**src/rtl/wireless_tx_buffer_pkg.sv**
```systemverilog
// wireless_tx_buffer shared types and sizing helpers.
// FSM encoding, width functions and default thresholds.
package wireless_tx_buffer_pkg;

  typedef enum logic [1:0] {
    IDLE = 2'd0,
    SEND = 2'd1,
    HOLD = 2'd2
  } state_t;

  localparam int unsigned DEF_START   = 58;
  localparam int unsigned DEF_TIMEOUT = 200000;

  function automatic int unsigned ptr_w(
    input int unsigned depth
  );
    return (depth > 1) ? $clog2(depth) : 1;
  endfunction

  // One extra bit so the count can hold DEPTH itself.
  function automatic int unsigned cnt_w(
    input int unsigned depth
  );
    return $clog2(depth) + 1;
  endfunction

endpackage

```
**src/rtl/wireless_tx_buffer_if.sv**
```systemverilog
// MCU/node byte bus for wireless_tx_buffer.
// drop_count exists only with WIRELESS_TX_BUFFER_DROP_COUNTER_EN.
interface wireless_tx_buffer_if #(
  parameter int DW = 8,
  parameter int CW = 10
);

  logic [DW-1:0] data_in;
  logic          RX_flag_in;
  logic [DW-1:0] data_out;
  logic          TX_use_out;
  logic          TX_flag_in;
  logic          AUX;
  logic [CW-1:0] fill_count;
  logic          overflow;
`ifdef WIRELESS_TX_BUFFER_DROP_COUNTER_EN
  logic [15:0]   drop_count;

  modport slave (
    input  data_in, RX_flag_in,
    input  TX_flag_in,
    output data_out, TX_use_out,
    output AUX, fill_count,
    output overflow, drop_count
  );

  modport master (
    output data_in, RX_flag_in,
    output TX_flag_in,
    input  data_out, TX_use_out,
    input  AUX, fill_count,
    input  overflow, drop_count
  );
`else
  modport slave (
    input  data_in, RX_flag_in,
    input  TX_flag_in,
    output data_out, TX_use_out,
    output AUX, fill_count,
    output overflow
  );

  modport master (
    output data_in, RX_flag_in,
    output TX_flag_in,
    input  data_out, TX_use_out,
    input  AUX, fill_count,
    input  overflow
  );
`endif

endinterface

```
**src/rtl/wireless_tx_fifo.sv**
```systemverilog
// Dual-pointer synchronous FIFO with exact count.
// A push into a full FIFO is taken only alongside a pop.
module wireless_tx_fifo
  import wireless_tx_buffer_pkg::*;
#(
  parameter int DW    = 8,
  parameter int DEPTH = 512,
  parameter int PW    = ptr_w(DEPTH),
  parameter int CW    = cnt_w(DEPTH)
) (
  input  logic          clk,
  input  logic          rst_n,
  input  logic          i_push,
  input  logic          i_pop,
  input  logic [DW-1:0] i_data,
  output logic [DW-1:0] o_head,
  output logic          o_full,
  output logic          o_empty,
  output logic [CW-1:0] o_count
);

  logic [DW-1:0] r_mem [DEPTH];
  logic [PW-1:0] r_wr_ptr;
  logic [PW-1:0] r_rd_ptr;
  logic [CW-1:0] r_count;

  logic w_wr;
  logic w_rd;

  assign o_full  = (r_count == CW'(DEPTH));
  assign o_empty = (r_count == '0);
  assign o_count = r_count;
  assign o_head  = r_mem[r_rd_ptr];

  assign w_rd = i_pop && !o_empty;
  assign w_wr = i_push && (!o_full || w_rd);

  always_ff @(posedge clk) begin
    if (w_wr) begin
      r_mem[r_wr_ptr] <= i_data;
    end
  end

  // Power-of-two depth: pointers wrap by overflow.
  always_ff @(posedge clk or negedge rst_n) begin
    if (!rst_n) begin
      r_wr_ptr <= '0;
      r_rd_ptr <= '0;
      r_count  <= '0;
    end else begin
      if (w_wr) begin
        r_wr_ptr <= r_wr_ptr + PW'(1);
      end
      if (w_rd) begin
        r_rd_ptr <= r_rd_ptr + PW'(1);
      end
      unique case (1'b1)
        (w_wr && !w_rd): r_count <= r_count + CW'(1);
        (w_rd && !w_wr): r_count <= r_count - CW'(1);
        default:         r_count <= r_count;
      endcase
    end
  end

endmodule

```
**src/rtl/wireless_tx_buffer.sv**
```systemverilog
// MCU->node byte buffer with threshold/idle-flush bursts.
// Optional drop counter: WIRELESS_TX_BUFFER_DROP_COUNTER_EN.
module wireless_tx_buffer
  import wireless_tx_buffer_pkg::*;
#(
  parameter int DATA_WIDTH                  = 8,
  parameter int FIFO_DEPTH                  = 512,
  parameter int START_WIRELESS_TRANS_VALUE  = DEF_START,
  parameter int END_WAITING_SEND_WLESS_DATA = DEF_TIMEOUT
) (
  input logic internal_clk,
  input logic rst_n,
  wireless_tx_buffer_if.slave bus
);

  localparam int CW = cnt_w(FIFO_DEPTH);
  localparam int TW = $clog2(END_WAITING_SEND_WLESS_DATA);
  localparam logic [TW-1:0] TMAX =
    TW'(END_WAITING_SEND_WLESS_DATA - 1);
  localparam logic [CW-1:0] START =
    CW'(START_WIRELESS_TRANS_VALUE);

  state_t                r_state;
  logic [DATA_WIDTH-1:0] r_data_out;
  logic                  r_tx_use;
  logic                  r_aux;
  logic                  r_ovf;
  logic [TW-1:0]         r_timer;

  logic [DATA_WIDTH-1:0] w_head;
  logic                  w_full;
  logic                  w_empty;
  logic [CW-1:0]         w_count;
  logic [CW-1:0]         w_cnt_nxt;
  logic                  w_pop;
  logic                  w_push_ok;
  logic                  w_drop;
  logic                  w_go;

  wireless_tx_fifo #(
    .DW    (DATA_WIDTH),
    .DEPTH (FIFO_DEPTH)
  ) u_fifo (
    .clk     (internal_clk),
    .rst_n   (rst_n),
    .i_push  (bus.RX_flag_in),
    .i_pop   (w_pop),
    .i_data  (bus.data_in),
    .o_head  (w_head),
    .o_full  (w_full),
    .o_empty (w_empty),
    .o_count (w_count)
  );

  assign w_pop = (r_state == SEND) &&
                 !bus.TX_flag_in && !w_empty;
  assign w_push_ok = bus.RX_flag_in &&
                     (!w_full || w_pop);
  assign w_drop = bus.RX_flag_in &&
                  w_full && !w_pop;
  assign w_go = (w_count >= START) ||
                (!w_empty && r_timer == TMAX);

  always_comb begin
    w_cnt_nxt = w_count;
    if (w_push_ok && !w_pop) begin
      w_cnt_nxt = w_count + CW'(1);
    end else if (w_pop && !w_push_ok) begin
      w_cnt_nxt = w_count - CW'(1);
    end
  end

  // AUX is registered from next-state and next-count.
  always_ff @(posedge internal_clk or negedge rst_n) begin
    if (!rst_n) begin
      r_state    <= IDLE;
      r_data_out <= '0;
      r_tx_use   <= 1'b0;
      r_aux      <= 1'b0;
      r_ovf      <= 1'b0;
      r_timer    <= '0;
    end else begin
      r_tx_use <= w_pop;
      r_ovf    <= w_drop;
      if (w_pop) begin
        r_data_out <= w_head;
      end
      if (w_push_ok || w_empty) begin
        r_timer <= '0;
      end else if (r_state == IDLE &&
                   r_timer != TMAX) begin
        r_timer <= r_timer + TW'(1);
      end
      unique case (r_state)
        IDLE: begin
          if (w_go) begin
            r_state <= SEND;
            r_aux   <= 1'b0;
          end else begin
            r_aux <= (w_cnt_nxt == '0);
          end
        end
        SEND: begin
          if (w_empty) begin
            r_state <= IDLE;
            r_aux   <= (w_cnt_nxt == '0);
          end else if (!bus.TX_flag_in) begin
            r_state <= HOLD;
            r_aux   <= 1'b0;
          end else begin
            r_aux <= 1'b0;
          end
        end
        HOLD: begin
          r_state <= SEND;
          r_aux   <= 1'b0;
        end
        default: begin
          r_state <= IDLE;
          r_aux   <= 1'b0;
        end
      endcase
    end
  end

`ifdef WIRELESS_TX_BUFFER_DROP_COUNTER_EN
  logic [15:0] r_drop_cnt;

  always_ff @(posedge internal_clk or negedge rst_n) begin
    if (!rst_n) begin
      r_drop_cnt <= '0;
    end else if (w_drop &&
                 r_drop_cnt != 16'hFFFF) begin
      r_drop_cnt <= r_drop_cnt + 16'd1;
    end
  end

  assign bus.drop_count = r_drop_cnt;
`endif

  assign bus.data_out   = r_data_out;
  assign bus.TX_use_out = r_tx_use;
  assign bus.AUX        = r_aux;
  assign bus.fill_count = w_count;
  assign bus.overflow   = r_ovf;

endmodule

```
**src/flat_wrapper.sv**
```systemverilog
// flat-port wrapper written by rule: the top's interface ports become plain ports
module wireless_tx_buffer_flat import wireless_tx_buffer_pkg::*;
#(
  parameter int DATA_WIDTH                  = 8,
  parameter int FIFO_DEPTH                  = 512,
  parameter int START_WIRELESS_TRANS_VALUE  = DEF_START,
  parameter int END_WAITING_SEND_WLESS_DATA = DEF_TIMEOUT
)
  (internal_clk, rst_n, bus_data_in, bus_RX_flag_in, bus_TX_flag_in, bus_data_out, bus_TX_use_out, bus_AUX, bus_fill_count, bus_overflow);
  wireless_tx_buffer_if #(.DW(8), .CW(10)) bus_i ();
  input logic internal_clk;
  input logic rst_n;
  input wire logic [$bits(bus_i.data_in)-1:0] bus_data_in;
  input wire logic [$bits(bus_i.RX_flag_in)-1:0] bus_RX_flag_in;
  input wire logic [$bits(bus_i.TX_flag_in)-1:0] bus_TX_flag_in;
  output wire logic [$bits(bus_i.data_out)-1:0] bus_data_out;
  output wire logic [$bits(bus_i.TX_use_out)-1:0] bus_TX_use_out;
  output wire logic [$bits(bus_i.AUX)-1:0] bus_AUX;
  output wire logic [$bits(bus_i.fill_count)-1:0] bus_fill_count;
  output wire logic [$bits(bus_i.overflow)-1:0] bus_overflow;
  assign bus_i.data_in = bus_data_in;
  assign bus_i.RX_flag_in = bus_RX_flag_in;
  assign bus_i.TX_flag_in = bus_TX_flag_in;
  assign bus_data_out = bus_i.data_out;
  assign bus_TX_use_out = bus_i.TX_use_out;
  assign bus_AUX = bus_i.AUX;
  assign bus_fill_count = bus_i.fill_count;
  assign bus_overflow = bus_i.overflow;
  wireless_tx_buffer #(.DATA_WIDTH(DATA_WIDTH), .FIFO_DEPTH(FIFO_DEPTH), .START_WIRELESS_TRANS_VALUE(START_WIRELESS_TRANS_VALUE), .END_WAITING_SEND_WLESS_DATA(END_WAITING_SEND_WLESS_DATA)) u_core (.internal_clk(internal_clk), .rst_n(rst_n), .bus(bus_i));
endmodule
```
**config.mk**
```make
export PLATFORM = sky130hd
export DESIGN_NAME = wireless_tx_buffer_flat
export DESIGN_NICKNAME = d
export VERILOG_FILES = /design/src/rtl/wireless_tx_buffer_pkg.sv /design/src/rtl/wireless_tx_buffer_if.sv /design/src/rtl/wireless_tx_fifo.sv /design/src/rtl/wireless_tx_buffer.sv /design/src/flat_wrapper.sv
export SDC_FILE = /design/constraint.sdc
export NUM_CORES = 2
export LEC_CHECK = 0
export CORE_MARGIN = 2
export CORE_UTILIZATION = 30
export CTS_CLUSTER_SIZE = 28
export DETAILED_ROUTE_END_ITERATION = 10
export PLACE_DENSITY = 0.44
export REMOVE_ABC_BUFFERS = 1
export SKIP_CTS_REPAIR_TIMING = 1
export SYNTH_ARGS = -nofsm -noshare
export SYNTH_HDL_FRONTEND = slang
export SYNTH_SLANG_ARGS = --single-unit
```
**constraint.sdc**
```tcl
create_clock -name internal_clk -period 5.3 [get_ports internal_clk]
set_input_delay 0.53 -clock internal_clk [delete_from_list [all_inputs] [get_ports internal_clk]]
set_output_delay 0.53 -clock internal_clk [all_outputs]
set_load 0.05 [all_outputs]
```
==> flow_summary.yaml <==
outcome:
  outcome: "finished clean"
timing:
  period_needed_ns: 5.21
  fin_worst_skew_ns: 0.0988
  timing.final.setup_violations: 0
  tightest_slew_ns: 1.36
  fmax_mhz: 192
  setup_ws_ns: 0.0882
  hold_viol: 0
  slew_headroom_pct: 8.12
  worst_hold_slack_ns: 0.0133
  fin_crit_sh_pct: 98.3
  rsz0062_at_grt: "false"
  drv_slew: 0
floorplanning:
  core_um2: 537000
  initial_core_util_pct: 30.2
  row_count: 269
  die_h_um: 739
  dieArea_um2: 546000
  die_w_um: 739
  io_pins: 33
setup_path:
  cp-end-kind: "flip-flop"
  r2r_start: "u_core.u_fifo.r_rd_ptr[0]"
  setup.worst_path.start_class: "flip-flop"
  worstPathMaxFanout: 17
  worstPathArrival_ns: 6.05
  worstSetupPathType: "reg -> reg"
  required_ns: 6.14
  r2r_cells: 11
  r2r-end: "u_core.bus.data_out[7]"
  rrSetupSlack_ns: 0.09
layout:
  areaGrowthSynthToFinish_pct: 16.6
  fin_nets: 8419
  seqCellArea_um2: 124000
  drive_gt1_share_pct: 24.9
  n_fill_cell: 49950
  multiInputGateArea_um2: 34900
yosys:
  yosysSeqAreaShare_pct: 76.8
  synth.avg_cell_area_um2: 20.6
  synth_edf_count: 4096
  synth-main-ff-cell: "edfxtp_1"
  ys_ff_latch: 4155
  synth.distinct_cells: 85
  syn_inst: 7846
  ys_async_sr_fraction_pct: 1.42
  ys_warn_count: 0
  synth_area_um2: 162000
route:
  firstDrtPassIters: 6
  drc_errors: 0
  avgViaCountPerCell: 5.23
  ant_nets: 0
  wl_um: 532000
  first_iter_violations: 10056
  wl_per_cell_um: 33.3
  via_count: 83481
power:
  vdd_drop_max_uv: 707
  power_leakage_nw: 59.0
  cellPowerDensity_nw_per_um2: 509
  p_total_mw: 96.2
placed_design:
  gp_congestion: 0.808
  port_buffers: 32
  hpwlAfterDp_um: 327000
  dp_slack_ns: 0.129
grt:
  grt_max_degree: 168
  grt_pass1_vias: 84936
  grt_usage_pct: 19.0
  grt_pass1_wl_um: 728000
  overflow: 0
  grt_antenna_before_repair: 50
clock_tree:
  clk_pin_slew_worst_paths_ns: 0.06
  clock_latency_ns: 1.05
  numCtsBuffers: 445
  cts_tree: "yes"
  cts.sinks: 4155
  root_buffer: "clkbuf_16"
  cts_max_path_buffers: 4
  htreeDepth: 5
flow_run:
  maxCapViolCount: 0
worst_hold_path:
  hp-class: "in -> reg"
  min_to: "u_core.u_fifo.r_mem[340][7]"
  holdPathStages: 1
  min-delay-start: "bus_data_in[7]"
[per-stage QoR]
step                      area [um2]  setup TNS [ns]  utilization (%)  std cells
after floorplan               159000         -628.02                -       7342
after global placement        174000         -0.0182             32.4      15128
after detailed placement      174000               0             32.4      15128
after CTS                     189000               0             35.1      15946
after global routing          189000               0             35.2      15950
final                         189000               0             35.2      15961
[final cells by class]
cell class / instances / share of cell area (%)
Sequential cell: 4155 / 65.9
Multi-Input combinational cell: 3162 / 18.5
Clock buffer: 533 / 6.09
Tap cell: 7181 / 4.76
Timing Repair Buffer: 608 / 3.06
Clock inverter: 285 / 1.62
Inverter: 25 / 0.0583
Antenna cell: 12 / 0.0159
[registers in the layout, indices dropped and copies added, names as in the netlist]
signal	count
u_core.r_timer	18
u_core.u_fifo.r_wr_ptr	9
u_core.u_fifo.o_count	10
u_core.bus.AUX	1
u_core.u_fifo.r_mem	4096
u_core.bus.data_out	8
u_core.bus.overflow	1
u_core.bus.TX_use_out	1
u_core.u_fifo.r_rd_ptr	9
u_core.r_state	2
[how the worst max path moves through the flow]
| stage | start | to | cells past startpoint |
|---|---|---|---|
| after floorplan | u_core.u_fifo.r_rd_ptr[0] | u_core.bus.data_out[3] | 7 |
| after global placement | u_core.u_fifo.r_rd_ptr[0] | u_core.bus.data_out[7] | 11 |
| after CTS | u_core.u_fifo.r_rd_ptr[0] | u_core.bus.data_out[7] | 11 |
| final | u_core.u_fifo.r_rd_ptr[0] | u_core.bus.data_out[7] | 11 |
| after global routing | u_core.u_fifo.r_rd_ptr[0] | u_core.bus.data_out[7] | 11 |
| after detailed placement | u_core.u_fifo.r_rd_ptr[0] | u_core.bus.data_out[7] | 11 |
[worst max-delay path, cell delays in order, from the launching register on]
cell and delay, ns:
dfrtp_4 1.11, buf_12 0.28, buf_4 0.35, mux4_2 0.58
a221oi_1 0.31, o21ai_1 0.24, a211oi_1 0.93, a311oi_1 0.23
buf_4 0.24, a2111oi_1 0.41, buf_4 0.20, nor3_1 0.05
[layout by cell type (no fill, tap or decap), drive strengths merged, types with 12 or more instances in the layout]
cell type      count
nor2             614
bufinv            50
xnor2             19
mux2i            424
clkinvlp          18
a221oi            77
mux4             889
a21oi            143
edfxtp          4096
clkdlybuf4s50     23
nor2b             16
a31oi             33
a22oi            125
a22o              21
nand4             19
a211oi            37
xor2              25
clkbuf           533
inv               39
a211o             14
o211ai            21
nand2            197
clkinv           203
diode             12
o221ai            59
nor3              37
dfrtp             59
nand3             47
o22ai             57
buf              583
o21ai             92
[logic make-up (layout without fill, tap and decap cells)]
| group | after synthesis | in the layout | share of synthesized area [%] |
|---|---|---|---|
| buffers and inverters | 529 | 1451 | 1.78 |
| other | 0 | 12 | 0 |
| flip-flops | 4155 | 4155 | 76.8 |
| multiplexers | 1323 | 1323 | 15.0 |
| XOR/XNOR | 44 | 44 | 0.238 |
| AND/OR/NAND/NOR | 1013 | 1013 | 2.64 |
| AO/OA/AOI/OAI | 772 | 772 | 3.39 |
| adder cells (fa/ha/maj) | 10 | 10 | 0.0772 |
[cell usage after synthesis, types with 8 or more instances]
library cell     n  share of area, %
o221ai_1        59              0.32
buf_4           58              0.27
nor2b_1         16             0.062
and2_1          11             0.042
o21ai_0         87              0.27
o311a_1          8             0.049
a211o_1         14             0.076
clkbuf_1       223              0.52
ha_1            10             0.077
dfrtp_1         59              0.91
nand2b_1         8             0.031
nand3_1         46              0.14
or3_1           10             0.039
edfxtp_1      4096                76
nor3_1          37              0.11
a311oi_1        10             0.054
a22oi_1        125              0.58
o211ai_1        21             0.097
xnor2_1         19              0.10
inv_1           22             0.051
mux2_2          10             0.070
mux2i_1        424               2.6
a21oi_1        143              0.44
a22o_1          21              0.11
a211oi_1        37              0.17
buf_2          143              0.44
buf_1           20             0.046
mux4_2         889                12
buf_6           51              0.35
xor2_1          25              0.14
a31oi_1         33              0.13
a221oi_1        74              0.40
nor2_1         614               1.4
o22ai_1         57              0.22
nand4_1         19             0.073
and3_1          11             0.042
nand2_1        197              0.46
[per-layer routing]
| layer | up-vias | wire, um | global-route usage (%) |
|---|---|---|---|
| met5 | - | 75 | 0 |
| met4 | 12 | 16400 | 5.20 |
| met3 | 691 | 34100 | 2.82 |
| met2 | 3164 | 253000 | 30.8 |
| met1 | 45879 | 228000 | 26.6 |
| li1 | 33735 | - | - |
[power breakdown]
part / internal (mW) / total [mW] / switching, mW
clock network: 17.9 / 31.4 / 13.4
logic: 10.5 / 27.8 / 17.3
registers: 36.4 / 37.0 / 0.662
Power figures use the tool's default switching activity.
